`src/rtl/vid_pkg.sv`:
```
`default_nettype none
// +----------------------------------------------------------------------------+
// | Module      : vid_pkg                                                      |
// | Description : Shared types, luma constants and {R,B,G} slice helpers.      |
// | Revision    : 1.0  initial release                                         |
// +----------------------------------------------------------------------------+
package vid_pkg;

  typedef enum logic [1:0] {
    MODE_PASS   = 2'd0,
    MODE_GRAY   = 2'd1,
    MODE_THRESH = 2'd2,
    MODE_INV    = 2'd3
  } mode_t;

  localparam int c_coef_r     = 77;
  localparam int c_coef_g     = 150;
  localparam int c_coef_b     = 29;
  localparam int c_luma_shift = 8;
  // Helpers operate on a pixel zero-extended to this width (channels up to 32 bits).
  localparam int c_px_max_w   = 96;

  function automatic logic [31:0] px_r(input logic [c_px_max_w-1:0] px, input int dw);
    return 32'((px >> (2 * dw)) & ((96'd1 << dw) - 96'd1));
  endfunction

  function automatic logic [31:0] px_b(input logic [c_px_max_w-1:0] px, input int dw);
    return 32'((px >> dw) & ((96'd1 << dw) - 96'd1));
  endfunction

  function automatic logic [31:0] px_g(input logic [c_px_max_w-1:0] px, input int dw);
    return 32'(px & ((96'd1 << dw) - 96'd1));
  endfunction

endpackage
`default_nettype wire

```
`src/rtl/vid_luma.sv`:
```
`default_nettype none
// +----------------------------------------------------------------------------+
// | Module      : vid_luma                                                     |
// | Description : Pipeline stages 1-2: registered luma with data/sync carry.   |
// | Revision    : 1.0  initial release                                         |
// +----------------------------------------------------------------------------+
module vid_luma
  import vid_pkg::*;
#(
  parameter int DW = 8
) (
  input  logic            clk,
  input  logic            rst,
  input  logic [3*DW-1:0] data_i,
  input  logic            vde_i,
  input  logic            hsync_i,
  input  logic            vsync_i,
  output logic [DW-1:0]   y_o,
  output logic [3*DW-1:0] data_o,
  output logic            vde_o,
  output logic            hsync_o,
  output logic            vsync_o
);

  localparam int c_pw = DW + 8;
  localparam int c_sw = DW + 10;

  logic [DW-1:0]   w_r, w_g, w_b;
  logic [c_sw-1:0] w_sum;
  logic [DW-1:0]   w_y;

  logic [c_pw-1:0] r_p_r, r_p_g, r_p_b;
  logic [3*DW-1:0] r_d1, r_d2;
  logic            r_vde1, r_hs1, r_vs1;
  logic            r_vde2, r_hs2, r_vs2;
  logic [DW-1:0]   r_y2;

  assign w_r = DW'(px_r(c_px_max_w'(data_i), DW));
  assign w_g = DW'(px_g(c_px_max_w'(data_i), DW));
  assign w_b = DW'(px_b(c_px_max_w'(data_i), DW));

  // Coefficients sum to 256, so the shifted sum always fits in DW bits.
  assign w_sum = c_sw'(r_p_r) + c_sw'(r_p_g) + c_sw'(r_p_b);
  assign w_y   = DW'(w_sum >> c_luma_shift);

  always_ff @(posedge clk) begin
    if (rst) begin
      r_p_r  <= '0;
      r_p_g  <= '0;
      r_p_b  <= '0;
      r_d1   <= '0;
      r_vde1 <= 1'b0;
      r_hs1  <= 1'b0;
      r_vs1  <= 1'b0;
      r_y2   <= '0;
      r_d2   <= '0;
      r_vde2 <= 1'b0;
      r_hs2  <= 1'b0;
      r_vs2  <= 1'b0;
    end else begin
      r_p_r  <= c_pw'(c_coef_r) * c_pw'(w_r);
      r_p_g  <= c_pw'(c_coef_g) * c_pw'(w_g);
      r_p_b  <= c_pw'(c_coef_b) * c_pw'(w_b);
      r_d1   <= data_i;
      r_vde1 <= vde_i;
      r_hs1  <= hsync_i;
      r_vs1  <= vsync_i;
      r_y2   <= w_y;
      r_d2   <= r_d1;
      r_vde2 <= r_vde1;
      r_hs2  <= r_hs1;
      r_vs2  <= r_vs1;
    end
  end

  assign y_o     = r_y2;
  assign data_o  = r_d2;
  assign vde_o   = r_vde2;
  assign hsync_o = r_hs2;
  assign vsync_o = r_vs2;

endmodule
`default_nettype wire

```
`src/rtl/vid_pipe.sv`:
```
`default_nettype none
// +----------------------------------------------------------------------------+
// | Module      : vid_pipe                                                     |
// | Description : Frame-synchronous pixel stage with mode mux and statistics.  |
// | Revision    : 1.0  initial release                                         |
// +----------------------------------------------------------------------------+
module vid_pipe
  import vid_pkg::*;
#(
  parameter int DW     = 8,
  parameter int CNT_W  = 22,
  parameter int FCNT_W = 16
) (
  input  logic              clk,
  input  logic              rst,
  input  logic [3*DW-1:0]   data_i,
  input  logic              vde_i,
  input  logic              hsync_i,
  input  logic              vsync_i,
  input  logic [1:0]        mode_i,
  input  logic [DW-1:0]     thresh_i,
  output logic [3*DW-1:0]   data_o,
  output logic              vde_o,
  output logic              hsync_o,
  output logic              vsync_o,
  output logic [1:0]        mode_o,
  output logic              stat_vld_o,
  output logic [CNT_W-1:0]  hot_cnt_o,
  output logic [FCNT_W-1:0] frame_cnt_o
);

  logic [DW-1:0]   w_y2;
  logic [3*DW-1:0] w_d2;
  logic            w_vde2, w_hs2, w_vs2;
  logic            w_boundary;
  logic            w_hot2;
  logic            w_sat;
  logic [3*DW-1:0] w_px3;

  logic              r_vs2_d;
  mode_t             r_mode;
  logic [DW-1:0]     r_thresh;
  logic [CNT_W-1:0]  r_hot_run;
  logic [CNT_W-1:0]  r_hot_cnt;
  logic [FCNT_W-1:0] r_frame_cnt;
  logic              r_stat_vld;
  logic [3*DW-1:0]   r_data3;
  logic              r_vde3, r_hs3, r_vs3;

  vid_luma #(.DW(DW)) u_luma (
    .clk     (clk),
    .rst     (rst),
    .data_i  (data_i),
    .vde_i   (vde_i),
    .hsync_i (hsync_i),
    .vsync_i (vsync_i),
    .y_o     (w_y2),
    .data_o  (w_d2),
    .vde_o   (w_vde2),
    .hsync_o (w_hs2),
    .vsync_o (w_vs2)
  );

  assign w_boundary = w_vs2 & ~r_vs2_d;
  assign w_hot2     = w_vde2 & (w_y2 >= r_thresh);
  assign w_sat      = &r_hot_run;

  always_comb begin
    w_px3 = '0;
    if (w_vde2) begin
      case (r_mode)
        MODE_PASS:   w_px3 = w_d2;
        MODE_GRAY:   w_px3 = {3{w_y2}};
        MODE_THRESH: w_px3 = {(3*DW){w_hot2}};
        MODE_INV:    w_px3 = ~w_d2;
        default:     w_px3 = w_d2;
      endcase
    end
  end

  always_ff @(posedge clk) begin
    if (rst) begin
      r_vs2_d     <= 1'b0;
      r_mode      <= MODE_PASS;
      r_thresh    <= '0;
      r_hot_run   <= '0;
      r_hot_cnt   <= '0;
      r_frame_cnt <= '0;
      r_stat_vld  <= 1'b0;
      r_data3     <= '0;
      r_vde3      <= 1'b0;
      r_hs3       <= 1'b0;
      r_vs3       <= 1'b0;
    end else begin
      r_data3    <= w_px3;
      r_vde3     <= w_vde2;
      r_hs3      <= w_hs2;
      r_vs3      <= w_vs2;
      r_vs2_d    <= w_vs2;
      r_stat_vld <= w_boundary;
      // The boundary pixel belongs to the new frame, so it seeds the fresh count.
      if (w_boundary) begin
        r_mode      <= mode_t'(mode_i);
        r_thresh    <= thresh_i;
        r_hot_cnt   <= r_hot_run;
        r_hot_run   <= CNT_W'(w_hot2);
        r_frame_cnt <= r_frame_cnt + FCNT_W'(1);
      end else if (w_hot2 && !w_sat) begin
        r_hot_run <= r_hot_run + CNT_W'(1);
      end
    end
  end

  assign data_o      = r_data3;
  assign vde_o       = r_vde3;
  assign hsync_o     = r_hs3;
  assign vsync_o     = r_vs3;
  assign mode_o      = r_mode;
  assign stat_vld_o  = r_stat_vld;
  assign hot_cnt_o   = r_hot_cnt;
  assign frame_cnt_o = r_frame_cnt;

endmodule
`default_nettype wire

```
`config.mk`:
```
export PLATFORM = sky130hd
export DESIGN_NAME = vid_pipe
export DESIGN_NICKNAME = d
export VERILOG_FILES = /design/src/rtl/vid_pkg.sv /design/src/rtl/vid_luma.sv /design/src/rtl/vid_pipe.sv
export SDC_FILE = /design/constraint.sdc
export NUM_CORES = 1
export LEC_CHECK = 0
export BUFFER_PORTS_ARGS = -buffer_cell sky130_fd_sc_hd__buf_2
export CORE_AREA = 2 2 190 146
export CTS_CLUSTER_SIZE = 14
export DETAILED_ROUTE_END_ITERATION = 8
export DIE_AREA = 0 0 192 148
export GPL_ROUTABILITY_DRIVEN = 0
export PLACE_DENSITY = 0.56
export SLEW_MARGIN = 25
export SYNTH_ARGS = -nofsm -noshare
export SYNTH_HDL_FRONTEND = slang
export SYNTH_SLANG_ARGS = --single-unit
export TNS_END_PERCENT = 20
```
`constraint.sdc`:
```
create_clock -name clk -period 9.66 [get_ports clk]
set_input_delay 1.449 -clock clk [delete_from_list [all_inputs] [get_ports clk]]
set_output_delay 1.449 -clock clk [all_outputs]
set_load 0.01 [all_outputs]
```
# Yosys cells after proc, flatten, opt, wreduce, memory -nomap -nowiden
# Index checks and enable logic that the tools add are counted.
# totals
ramBits,0
n_memories,0
inputBits,39
mem_bits_ro,0
wordCells,52
reg_bits,208
output_inout_bits,68
latchBits,0
# classes
n_div,0
n_mul,3
order_cmp,1
addsub,4
n_eq_ne,3
shift,0
bitwise_logic,5
mux,3
n_reduce_logical,7
# op_table
cell,n
$pmux 24 s4,1
$add 16x16->16,2
$mul 7x8->15 const A,2
$not 24->24,1
$add 22x1->22 const B,1
$reduce_and 22->1,1
$add 16x1->16 const B,1
$mul 5x8->13 const A,1
$ge 8x8->1,1
$eq 2x2->1 const B,2
$reduce_or 2->1,2
$and 1x1->1,2
$eq 2x1->1 const B,1
$logic_not 2->1,1
$mux 1,2
$not 1->1,2
$reduce_bool 2->1,1
$logic_and 1x1->1,1
$logic_not 1->1,1

# Depth between registers and ports, before layout
# Gate-level depths: netlist of the first run.
# logic_depth
ltp_word,5
mapped_depth,14
depth_no_buf,14

# Hierarchy
# A second synthesis of the first run with hierarchy kept.
# hier_totals
hier_cells,1151
hier_area_um2,10606.4
# modules_own_cells
module,seq_area_each_um2,cells_per_inst,area_per_inst_um2,n_inst
vid_luma,2001.9,605,6129.6,1
vid_pipe,1961.9,546,4476.8,1

# Least setup slack after synthesis of the first run
# No wires, ideal clock.
# synth_timing
path_kind,input to register
startpoint,input data_i[20]
endpoint,register u_luma.r_p_r[12]
arrival_ps,4462
setup_time_ps,128
n_path_buf,0
path_stages,13
setup_slack_ps,5071
t_required_ps,9532
cell_sequence,ha_1 -> ha_1 -> inv_1 -> fa_1 -> inv_1 -> fa_1 -> ha_1 -> or4_1 -> o21ai_0 -> a31oi_1 -> a31oi_1 -> xnor2_1 -> nor2_1
# synth_between
elab_chain_len,1
# synth_lines
item,line_no,source
start: declaration,vid_pipe.sv:16,"input logic [3*DW-1:0] data_i,"
$mul 7x8->15,vid_luma.sv:61,r_p_r <= c_pw'(c_coef_r) * c_pw'(w_r);
end signal: assignment,vid_luma.sv:61,
end: declaration,vid_luma.sv:32,"logic [c_pw-1:0] r_p_r, r_p_g, r_p_b;"
# No other way between the ends.
# A chain may end at the register's enable or synchronous reset.

# Final worst setup path of the first run
# Same ends and word-level chain as after synthesis.

==> reports/qor.csv, run 1 <==
metric;value;unit
setup_slack;5.160;ns
holdPathEnd;u_luma.data_o[19];
drt_iter0_markers;407;
worstPathRequired;9.95;ns
tightest_slew;1.005;ns
vias;7900;
ys_warn_count;0;
fin_crit;4.500;ns
place_ws;4.726;ns
postCtsSetupBuffers;0;
synth_flop_cell;dfxtp_1;
async_flop_share;0;%
synth_edf_count;0;
syn_inst;1153;
dp_hpwl;17360;µm
drive_gt1_share;12.27;%
cp_max_fo;5;
slew_headroom;33.03;%
wl_per_cell;14.46;µm
finalHoldViolCount;0;
postCtsHoldBufs;0;
r2r_cells;9;
die_area;28420;µm²
r2r-end;u_luma.y_o[6];
setup.worst_path.start_class;input pin;
rsz0062_at_grt;no;
clock.fmax;222.2;MHz
layout_commonest_cell;dfxtp_1;
htree_levels;4;
drc;0;
path_clk_slew;0.08;ns
syn_area_per_cell;9.087;µm²
leakagePower;5.251;nW
hp-start;u_luma.r_d1[19];
clk_latency;0.44;ns
initial_core_util;39.47;%
core;26550;µm²
hp-class;reg -> reg;
p_per_area;203.1;nW/µm²
grt_use_total;16.76;%
yosysUniqueCellTypes;54;
synth_nets;1353;
synth_area;10480;µm²
grt_pass1_wl;38060;µm
fin_setup_tns;0;ns
reg2reg_slack;6.95;ns
antenna_found_initial;0;
layout.nets;1435;
std_cell_rows;52;
port_buffers;106;
grt_overflow;0;
cts_resized;0;
maxCapViolCount;0;
r2r-start;u_luma.r_p_b[3];
postRouteWirelength;23100;µm
first_global_vias;7349;
final_cell_mix;dfxtp_1, ha_1, nand2_1, inv_1, buf_2;
grt_max_degree;95;
finalCritPeriodShare;46.59;%
cts_tree;built;
irDropWorstVdd;0.0001400;V
syn2layout_area_growth;13.15;%
drv_slew;0;
viasPerCell;4.944;
dieWidth;192;µm
cp-end-kind;flip-flop;
cts_buffers;17;
ys_seq_area_share;37.83;%
fin_worst_skew;0.01878;ns
first_pass_iters;5;
fp.dieH;148;µm
cts_sinks;198;
setup_viol;0;
antenna_cells;0;
pin_count;107;
critPathKind;in -> reg;
ys_seq_elements;198;
status;completed;
antenna_left;0;
root_buffer;clkbuf_16;
clock_path_buffers;2;
arrival;4.79;ns
holdPathStages;1;
==> report_power, final <==
part	switching, mW	internal, mW	total [mW]
logic	0.435	0.336	0.771
registers	0.0443	0.891	0.935
clock network	0.348	0.353	0.701
total	0.827	1.58	2.41
==> metrics by stage <==
step	hold WS, ns	total power [mW]	instances	util [%]	area (µm²)
6_report	0.4433	2.407	1598	44.66	11860
5_1_grt	0.4622	2.591	1598	44.66	11860
2_1_floorplan	0.4138	1.545	1153	-	10480
4_1_cts	0.4449	2.434	1598	44.66	11860
3_5_place_dp	0.4246	1.726	1567	42.44	11260
3_3_place_gp	0.4237	1.717	1567	42.44	11260
==> cell usage after synthesis (9+ instances only) <==
library cell,n,area (µm²)
nand4_1,15,93.84
fa_1,38,760.7
and3_1,9,56.30
xor2_1,22,192.7
ha_1,123,1539
a211oi_1,28,210.2
o31ai_1,10,75.07
clkbuf_1,31,116.4
or4_1,9,67.56
nor3_1,13,65.06
nand3_1,22,110.1
dfxtp_1,198,3964
inv_1,107,401.6
nor2_1,100,375.4
a21oi_1,92,460.4
nand2_1,109,409.1
nor2b_1,62,387.9
xnor2_1,19,166.4
o21ai_0,42,210.2
==> per-layer routing <==
metal  vias up  global-route usage, %  share of wire [%]
met2       122                  23.83                 41
met4         0                  3.206                1.0
li1       4083                      -                  -
met3        17                  3.514                3.7
met5         -                      0                  0
met1      3678                  25.94                 55
==> final cells by class <==
type	count	area [µm²]
Fill cell	2672	14690
Multi-Input combinational cell	799	5882
Sequential cell	198	3964
Timing Repair Buffer	112	578.1
Clock buffer	18	439.2
Tap cell	351	439.2
Inverter	107	401.6
Clock inverter	13	151.4
==> worst max path at each step <==
stage,start,to,slack (ns)
6_report,data_i[20],u_luma.r_p_r[12],5.16
4_1_cts,data_i[20],u_luma.r_p_r[12],5.17
3_5_place_dp,data_i[20],u_luma.r_p_r[12],4.73
2_1_floorplan,data_i[20],u_luma.r_p_r[12],5.07
3_3_place_gp,data_i[20],u_luma.r_p_r[12],4.78
5_1_grt,data_i[20],u_luma.r_p_r[12],4.99
==> sequential cells by signal, summed over array words and instances (netlist names), 2 cells and up <==
| name | count |
|---|---|
| frame_cnt_o | 16 |
| u_luma.r_p_b | 11 |
| r_thresh | 8 |
| hot_cnt_o | 22 |
| r_hot_run | 22 |
| u_luma.r_p_g | 14 |
| u_luma.r_d1 | 24 |
| u_luma.y_o | 8 |
| u_luma.r_p_r | 13 |
| data_o | 24 |
| u_luma.data_o | 24 |
| mode_o | 2 |
==> worst max-delay path, cell delays in order <==
cell     delay, ns
buf_2         0.14
ha_1          0.30
ha_1          0.28
inv_1         0.05
fa_1          0.53
inv_1         0.05
fa_1          0.45
ha_1          0.37
or4_1         0.51
o21ai_0       0.09
a31oi_1       0.09
a31oi_1       0.28
xnor2_1       0.15
nor2_1        0.05
==> cell families after synthesis <==
group | synth area share (%)
simple gates | 16.52
mux | 0.3105
xor+xnor | 3.427
fa+ha+maj | 21.95
compound gates | 13.91
buf+inv | 6.054
flops | 37.83
No activity file was read; power rests on OpenSTA's default activity.
==> run 2, diff against run 1 <==
--- a/config.mk
+++ b/config.mk
@@ -11,7 +11,7 @@
 export DETAILED_ROUTE_END_ITERATION = 8
 export DIE_AREA = 0 0 192 148
 export GPL_ROUTABILITY_DRIVEN = 0
-export PLACE_DENSITY = 0.56
+export PLACE_DENSITY = 0.58
 export SLEW_MARGIN = 25
 export SYNTH_ARGS = -nofsm -noshare
 export SYNTH_HDL_FRONTEND = slang
==> constraint.sdc (replaced) <==
create_clock -name clk -period 3.9 [get_ports clk]
set_input_delay 0.585 -clock clk [delete_from_list [all_inputs] [get_ports clk]]
set_output_delay 0.585 -clock clk [all_outputs]
set_load 0.01 [all_outputs]
==> run 2 against run 1 <==
Compared with the run above:
- global-route usage up 0.22 points
- clock power rose to 2.7 times the previous value
- final area up 1.2%
- largest power group unchanged
- critical endpoint unchanged
- highest routed layer unchanged
- clock skew about the same
- combinational power rose to 2.5 times the previous value
- sequential power up 150%
- largest cell class unchanged
==> reports/qor.csv, run 2 (synthesis gave the netlist of run 1 again) <==
metric;value;unit
htree_levels;4;
clock.fmax;283.6;MHz
initial_core_util;39.47;%
first_pass_iters;5;
antenna_left;0;
r2r-end;u_luma.y_o[6];
slew_headroom;36.35;%
drive_gt1_share;13.24;%
viasPerCell;4.906;
tightest_slew;0.9548;ns
power.share.clock;30.5;%
grt_use_total;16.99;%
crit_family;adder cells;
antenna_found_initial;1;
core;26550;µm²
r2r_cells;9;
hp-start;vsync_i;
leakagePower;5.335;nW
postRouteWirelength;23400;µm
grt_pass1_wl;38560;µm
cts_resized;0;
p_int;4.025;mW
final_cell_mix;dfxtp_1, ha_1, nand2_1, inv_1, buf_2;
layout_commonest_cell;dfxtp_1;
setup.worst_path.start_class;input pin;
fin_setup_tns;0;ns
critPathKind;in -> reg;
finalHoldViolCount;0;
fin_worst_skew;0.01836;ns
cp_max_fo;2;
first_global_vias;7504;
setup_viol;0;
cts_sinks;198;
dp.cells;1580;
worstPathRequired;4.19;ns
grt_max_degree;70;
path_clk_slew;0.08;ns
cts_tree;built;
drv_slew;0;
final_cells;1613;
holdPathStages;2;
root_buffer;clkbuf_16;
p_per_area;512.8;nW/µm²
drt_iter0_markers;490;
cp-end-kind;flip-flop;
power_frac_comb;31.8;%
reg2reg_slack;1.06;ns
path_cells;buf_2 -> ha_1 -> ha_1 -> inv_1 -> fa_1 -> inv_1 -> fa_1 -> ha_1 -> or4_1 -> o21ai_0 -> a31oi_1 -> a31oi_1 -> xnor2_1 -> nor2_1;
cp_common_cell;ha_1;
dp_hpwl;17520;µm
postCtsSetupBuffers;0;
maxCapViolCount;0;
wl_per_cell;14.51;µm
clk_latency;0.44;ns
status;completed;
cts_buffers;17;
pin_count;107;
irDropWorstVdd;0.0003242;V
port_buffers;106;
grt_overflow;0;
cp_slowest_cell;fa_1;
switching_share;34.59;%
finalCritPeriodShare;90.43;%
arrival;3.82;ns
cp_slowest_stage_delay;0.52;ns
syn2layout_area_growth;14.53;%
p_switching;2.129;mW
std_cell_rows;52;
fin_crit;3.527;ns
rsz0062_at_grt;no;
holdPathEnd;u_luma.r_vs1;
vias;7913;
layout.nets;1448;
dieWidth;192;µm
timing.critical_path.buf_inv;3;
fp.dieH;148;µm
die_area;28420;µm²
drc;0;
clock_path_buffers;2;
postCtsHoldBufs;0;
r2r-start;u_luma.r_p_b[3];
hp-class;in -> reg;
seqPwrFrac;37.8;%
-- run 2: changes by cell type in the layout (fill, tap and decap cells not counted), sizes merged --
cell,previous run,this run
buf,112,125
inv,113,117
clkinv,7,4
bufinv,0,1
clkbuf,18,17
diode,0,1
-- run 2: per-layer routing --
| metal | part of all wire (%) | track usage (%) | vias to the layer above |
|---|---|---|---|
| met4 | 0.97 | 3.664 | 0 |
| li1 | - | - | 4111 |
| met3 | 3.7 | 2.825 | 14 |
| met5 | 0 | 0 | - |
| met2 | 41 | 24.60 | 127 |
| met1 | 55 | 26.21 | 3661 |
-- run 2: how the worst max path moves through the flow --
stage / slack, ns / end / startpoint / cells after the start
final: 0.37 / u_luma.r_p_r[12] / data_i[20] / 14
after global routing: 0.15 / u_luma.r_p_b[11] / data_i[11] / 13
after CTS: 0.40 / u_luma.r_p_r[12] / data_i[20] / 14
after detailed placement: -0.05 / u_luma.r_p_r[12] / data_i[20] / 14
after global placement: -0.02 / u_luma.r_p_r[12] / data_i[20] / 14
after floorplan: 0.17 / u_luma.r_p_r[12] / data_i[20] / 13
-- run 2: area by class of cell --
type | count | area, µm²
inverters | 107 | 401.6
fillers | 2588 | 14550
well taps | 351 | 439.2
repair buffers | 125 | 675.6
clock buffers | 17 | 425.4
diodes | 1 | 2.502
clock inverters | 15 | 210.2
flip-flops and latches | 198 | 3964
multi-input cells | 799 | 5882
-- run 2: worst reg2reg max path, delay by kind of cell (launching register included) --
family          cells  cell delay (ns)
buf+inv             2             0.09
compound gates      5             1.49
flops               1             0.31
fa+ha+maj           2             0.82
-- run 2: metrics by stage --
step,setup slack [ns],hold WS (ns),utilization (%),total power [mW],instance area (µm²)
after floorplan,0.1747,0.4138,-,3.827,10480
after CTS,0.4020,0.3538,45.20,6.216,12000
final,0.3734,0.3690,45.21,6.154,12000
after global placement,-0.02447,0.4259,42.80,4.293,11360
after detailed placement,-0.04896,0.4281,42.80,4.321,11360
after global routing,0.1542,0.3606,45.21,6.622,12000
-- run 2: power by group through the flow --
stage	combinational, mW	clock, mW	sequential, mW
global placement	1.92	0	2.38
finish	1.95	1.88	2.32
global route	2.27	2.01	2.34
detailed placement	1.94	0	2.38
floorplan	1.50	0	2.32
CTS	1.97	1.92	2.33
